**src/rtl/cpuc_mem_loader.sv**
```systemverilog
// cpuc_mem_loader: packs a byte stream little-endian into RAM words and writes them at incrementing addresses (checksum option: CPUC_LOADER_CSUM_EN)
module cpuc_mem_loader #(
    parameter int ADDR_WIDTH = 32,
    parameter int DATA_WIDTH = 32,
    parameter int CNT_WIDTH  = 16
) (
    input  logic                  clk,
    input  logic                  rst_n,
    input  logic                  start,
    input  logic [ADDR_WIDTH-1:0] start_addr,
    input  logic [CNT_WIDTH-1:0]  word_count,
    input  logic                  abort,
    input  logic                  in_valid,
    input  logic [7:0]            in_data,
    output logic                  in_ready,
    output logic [ADDR_WIDTH-1:0] ram_address,
    output logic                  ram_wren,
    output logic [DATA_WIDTH-1:0] ram_data,
    output logic                  busy,
    output logic                  done,
    output logic [CNT_WIDTH-1:0]  words_written,
    output logic [DATA_WIDTH-1:0] csum
);
    localparam int BYTES = DATA_WIDTH / 8;
    localparam int IW    = BYTES > 1 ? $clog2(BYTES) : 1;

    typedef enum logic [1:0] {IDLE, COLLECT, WRITE, DONE} state_t;

    state_t                state, state_nx;
    logic [ADDR_WIDTH-1:0] cur_addr;
    logic [CNT_WIDTH-1:0]  left;
    logic [IW-1:0]         byte_idx;
    logic [DATA_WIDTH-1:0] word_buf;
    logic [DATA_WIDTH-1:0] packed_word;
    logic                  accept;
    logic                  last_byte;
    logic                  take_start;

    assign accept      = in_valid && state == COLLECT;
    assign last_byte   = byte_idx == IW'(BYTES - 1);
    assign take_start  = state == IDLE && start;
    assign packed_word = (word_buf & ~(DATA_WIDTH'(8'hFF) << {byte_idx, 3'b000}))
                       | (DATA_WIDTH'(in_data) << {byte_idx, 3'b000});

    // State register
    always_ff @(posedge clk) begin
        if (!rst_n) state <= IDLE;
        else        state <= state_nx;
    end

    // Next-state and handshake/status decode; the write strobe is masked during reset
    always_comb begin
        state_nx = state;
        in_ready = 1'b0;
        busy     = 1'b0;
        done     = 1'b0;
        ram_wren = 1'b0;
        case (state)
            IDLE:    state_nx = !start ? IDLE : (word_count == '0 ? DONE : COLLECT);
            COLLECT: begin
                in_ready = 1'b1;
                busy     = 1'b1;
                state_nx = abort ? IDLE : (accept && last_byte ? WRITE : COLLECT);
            end
            WRITE:   begin
                busy     = 1'b1;
                ram_wren = rst_n;
                state_nx = abort ? IDLE : (left == CNT_WIDTH'(1) ? DONE : COLLECT);
            end
            DONE:    begin
                done     = 1'b1;
                state_nx = IDLE;
            end
            default: state_nx = IDLE;
        endcase
    end

    // Datapath: latch load parameters, assemble bytes, present the word for the write cycle
    always_ff @(posedge clk) begin
        if (!rst_n) begin
            cur_addr      <= '0;
            left          <= '0;
            byte_idx      <= '0;
            word_buf      <= '0;
            ram_address   <= '0;
            ram_data      <= '0;
            words_written <= '0;
        end else begin
            if (take_start) begin
                cur_addr      <= start_addr;
                left          <= word_count;
                byte_idx      <= '0;
                words_written <= '0;
            end
            if (accept && !abort) begin
                word_buf <= packed_word;
                byte_idx <= last_byte ? '0 : byte_idx + IW'(1);
                if (last_byte) begin
                    ram_address <= cur_addr;
                    ram_data    <= packed_word;
                end
            end
            if (state == WRITE) begin
                words_written <= words_written + CNT_WIDTH'(1);
                cur_addr      <= cur_addr + ADDR_WIDTH'(1);
                left          <= left - CNT_WIDTH'(1);
            end
        end
    end

`ifdef CPUC_LOADER_CSUM_EN
    logic [DATA_WIDTH-1:0] csum_q;

    // Checksum: cleared on an accepted start, accumulates every written word
    always_ff @(posedge clk) begin
        if (!rst_n)              csum_q <= '0;
        else if (take_start)     csum_q <= '0;
        else if (state == WRITE) csum_q <= csum_q + ram_data;
    end

    assign csum = csum_q;
`else
    assign csum = '0;
`endif
endmodule

```
**config.mk**
```make
export PLATFORM = sky130hd
export DESIGN_NAME = cpuc_mem_loader
export DESIGN_NICKNAME = d
export VERILOG_FILES = /design/src/rtl/cpuc_mem_loader.sv
export SDC_FILE = /design/constraint.sdc
export NUM_CORES = 1
export LEC_CHECK = 0
export BUFFER_PORTS_ARGS = -buffer_cell sky130_fd_sc_hd__buf_2
export CAP_MARGIN = 20
export CORE_MARGIN = 1
export CORE_UTILIZATION = 48
export CTS_CLUSTER_DIAMETER = 100
export CTS_CLUSTER_SIZE = 24
export DETAILED_ROUTE_END_ITERATION = 6
export GPL_TIMING_DRIVEN = 0
export PLACE_DENSITY = 0.76
export SLEW_MARGIN = 20
export SYNTH_ARGS = -nofsm -noshare
export SYNTH_HDL_FRONTEND = slang
export SYNTH_SLANG_ARGS = --single-unit
export TNS_END_PERCENT = 50
```
**constraint.sdc**
```tcl
create_clock -name clk -period 1.98 [get_ports clk]
set_input_delay 0.099 -clock clk [delete_from_list [all_inputs] [get_ports clk]]
set_output_delay 0.099 -clock clk [all_outputs]
set_load 0.03 [all_outputs]
```
==> impl_metrics.csv <==
group,metric,value,unit
status,outcome,"complete, but fails checks",
status,violations,"DRC, setup timing",
timing,layout_setup_ws,-10.1,ps
min_path,worst_hold_class,"primary input to register",
finish,layout_cells_sized_above_1,26.2,%
route,first_iter_violations,816,
clocking,cts_buffers,17,
timing,final.period_utilization,101,%
floorplanning,fp.dieArea,0.0156,mm^2
timing,timing.final.hold_violations,0,
floorplanning,floorplan.die.height,125,um
floorplanning,core.rowCount,44,
timing,fin_crit,1990,ps
timing,setup_viol,1,
timing,max_slew.worst_pin.slew,711,ps
yosys,postSynthAreaPerCell,8.02,um^2
floorplanning,coreArea,0.0146,mm^2
place,placedCellCount,1263,
finish,final_standard_cell_area_without_fillers,0.00961,mm^2
run,drv.max_cap_violation_count,0,
yosys,synth_enable_flop_cells,0,
worst_setup_path,cpPeakStageDelay,430,ps
worst_setup_path,rrSetupSlack,-10,ps
worst_setup_path,worstRegToRegCells,8,
finish,layout.cells.non_filler,1332,
yosys,yosysMostFrequentCell,"dfxtp_1",
clocking,cts_htree_levels,4,
grt,grt-ovfl-total,0,
clocking,numClockSinks,156,
finish,areaGrowthSynthToFinish,32.4,%
yosys,yosysTopAreaCell,"dfxtp_1",
grt,all_layer_gr_usage,28.6,%
yosys,synth_top_cell_area_share,43.0,%
floorplanning,die_w,125,um
place,dpl.hpwl,15600,um
grt,first_global_vias,6779,
finish,seq_area,0.00314,mm^2
grt,maximum_number_of_pins_on_one_net_before_global_route_repair,17,
place,dp_worst_setup_slack,-526,ps
yosys,synth.cell_area,0.00726,mm^2
route,routedWlPerCell,17.2,um
finish,multi_input_logic_area,0.00398,mm^2
route,detail_route.drc_violations,28,
yosys,synth.yosys.warnings,0,
yosys,postSynth.topFlopCell,"dfxtp_1",
route,antenna_violating_nets_post_route,0,
worst_setup_path,end_kind,"register",
grt,first_pass_grt_wire_length,35200,um
finish,design.final.nets,1208,
place,port_buffers,143,
worst_setup_path,critical_path_peak_fanout,5,
clocking,clock_tree.buffer_depth,2,
timing,slew_headroom,52.6,%
clocking,clock_tree_from_tritoncts,"done",
route,dr.pass1.iters,7,
worst_setup_path,criticalPathCategory,"register to register",
yosys,synth.cells.most_frequent,"dfxtp_1, nand2_1, a21oi_1",
route,postRouteWirelength,22900,um
yosys,synthCells,905,
power,power_per_cell_area,758,mW/mm^2
power,cellLeakagePower,0.00388,uW
timing,max_freq,0.502,GHz
yosys,share_of_synthesized_registers_carrying_an_async_set_or_reset,0,%
yosys,synth_seq_area_share,43.0,%
worst_setup_path,timing.critical_path.required,2310,ps
yosys,post_synth_main_area_contributors,"dfxtp_1, a21oi_1, a211oi_1, nand2_1, nor2_1",
power,power.ir.vdd_worst,651,uV
route,post_drt_via_cell_ratio,5.76,
route,num_vias,7668,
timing,setup_skew,6.64,ps
clocking,worst_setup_hold_path_clk_slew,60,ps
yosys,ys_ff_latch,156,
worst_setup_path,startpoint_class_of_the_critical_path,"register",
timing,rsz_0062_raised_after_global_routing,"true",
floorplanning,initial_utilization,49.6,%
place,gp_congestion,0.914,
worst_setup_path,critical_path_cell_with_the_highest_stage_delay,"or4_4",
grt,antenna_violations_before_repair,1,
worst_setup_path,worstPathCellList,"inv_4 > ha_4 > buf_8 > nand4_1 > or2_4 > or4_4 > and3_4 > o21a_1",
place,postPlaceCellArea,0.00835,mm^2
yosys,netlist-cell-type-count,58,
min_path,hold-path-cell-count,3,
floorplanning,io_pins,177,
timing,maxSlewViolCount,0,
finish,fillCellCount,1253,
clocking,clk-insertion-delay-late,430,ps
clocking,root_cell_of_the_clock_tree,"clkbuf_16",
worst_setup_path,worst_ep_arrival_time,2320,ps
## per-stage QoR
step | util (%) | power (uW) | TNS (ps) | hold WS (ps)
after global routing | 65.6 | 7520 | -425 | 1.25
after global placement | 57.0 | 4030 | -42130 | 350
final | 65.6 | 7280 | -10.1 | 1.12
after detailed placement | 57.0 | 4040 | -45020 | 354
after CTS | 64.1 | 7250 | -227 | 0.522
after floorplan | - | 3810 | -90.4 | 235
## where the power goes
part / internal, uW / switching, uW / leakage (uW)
registers: 3220 / 110 / 0.00127
logic: 295 / 458 / 0.00232
clock network: 1940 / 1260 / 0.000288
## placed cells by master (no fill, tap or decap), drive strengths merged, types with 5 or more instances in the layout
master	count
inv	15
nor2b	24
nor2	88
dlygate4sd3	28
nor4	11
a31oi	9
or4	5
mux2i	6
ha	13
clkinv	7
and3	9
mux2	5
nor3	19
o21ai	28
nand3	37
or3	6
conb	32
nand4	17
and2	5
buf	199
a311oi	9
a211oi	62
dfxtp	156
a21oi	109
nand2	119
clkbuf	68
## logic make-up after synthesis
group	after synthesis	synth area share (%)
XOR/XNOR	6	0.724
flip-flops	156	43.0
other	1	0.0516
AO/OA/AOI/OAI	255	22.0
AND/OR/NAND/NOR	355	23.1
adder cells (fa/ha/maj)	13	2.24
multiplexers	11	1.60
buffers and inverters	108	7.29
## worst max-delay path, delay by kind of cell, from the launching register on
| kind | cells | cell delay (ps) |
|---|---|---|
| AO/OA/AOI/OAI | 1 | 150 |
| flip-flops | 1 | 360 |
| AND/OR/NAND/NOR | 4 | 1040 |
| buffers and inverters | 2 | 200 |
| adder cells (fa/ha/maj) | 1 | 140 |
## flip-flops by register name (all words and copies together), names as in the netlist
| signal | cells |
|---|---|
| cur_addr | 32 |
| ram_address | 32 |
| ram_data | 32 |
| word_buf | 24 |
| left | 16 |
| words_written | 16 |
| byte_idx | 2 |
| state | 2 |
## repair_timing
action | in CTS | in global routing
setup buffers | 0 | 13
hold buffers | 28 | 0
setup endpoints to repair | 139 | 109
pin swaps | 1 | 4
resized for setup | 59 | 42
cloned | 0 | 1
endpoints found under the hold margin | 29 | 0
## final cells by class
type	count	area share (%)
Multi-Input combinational cell	672	41.4
Sequential cell	156	32.7
Timing Repair Buffer	185	11.6
Buffer	86	5.29
Clock buffer	24	5.01
Tap cell	184	2.40
Clock inverter	8	0.937
Inverter	16	0.664
Antenna cell	1	0.0260
## path summary, 6_finish.rpt
path,startpoint,end
max reg2reg,state[0],cur_addr[22]
min,start_addr[21],cur_addr[21]
min reg2reg,ram_data[27],ram_data[27]
max,state[0],cur_addr[22]
## routing by layer
| metal | global-route usage [%] | up-vias | share of wire [%] |
|---|---|---|---|
| met2 | 43.7 | 373 | 44 |
| li1 | - | 3655 | - |
| met4 | 11.5 | 0 | 3.0 |
| met1 | 39.3 | 3584 | 44 |
| met3 | 6.29 | 56 | 9.3 |
| met5 | 0 | - | 0 |
No activity file was read; power rests on OpenSTA's default activity.
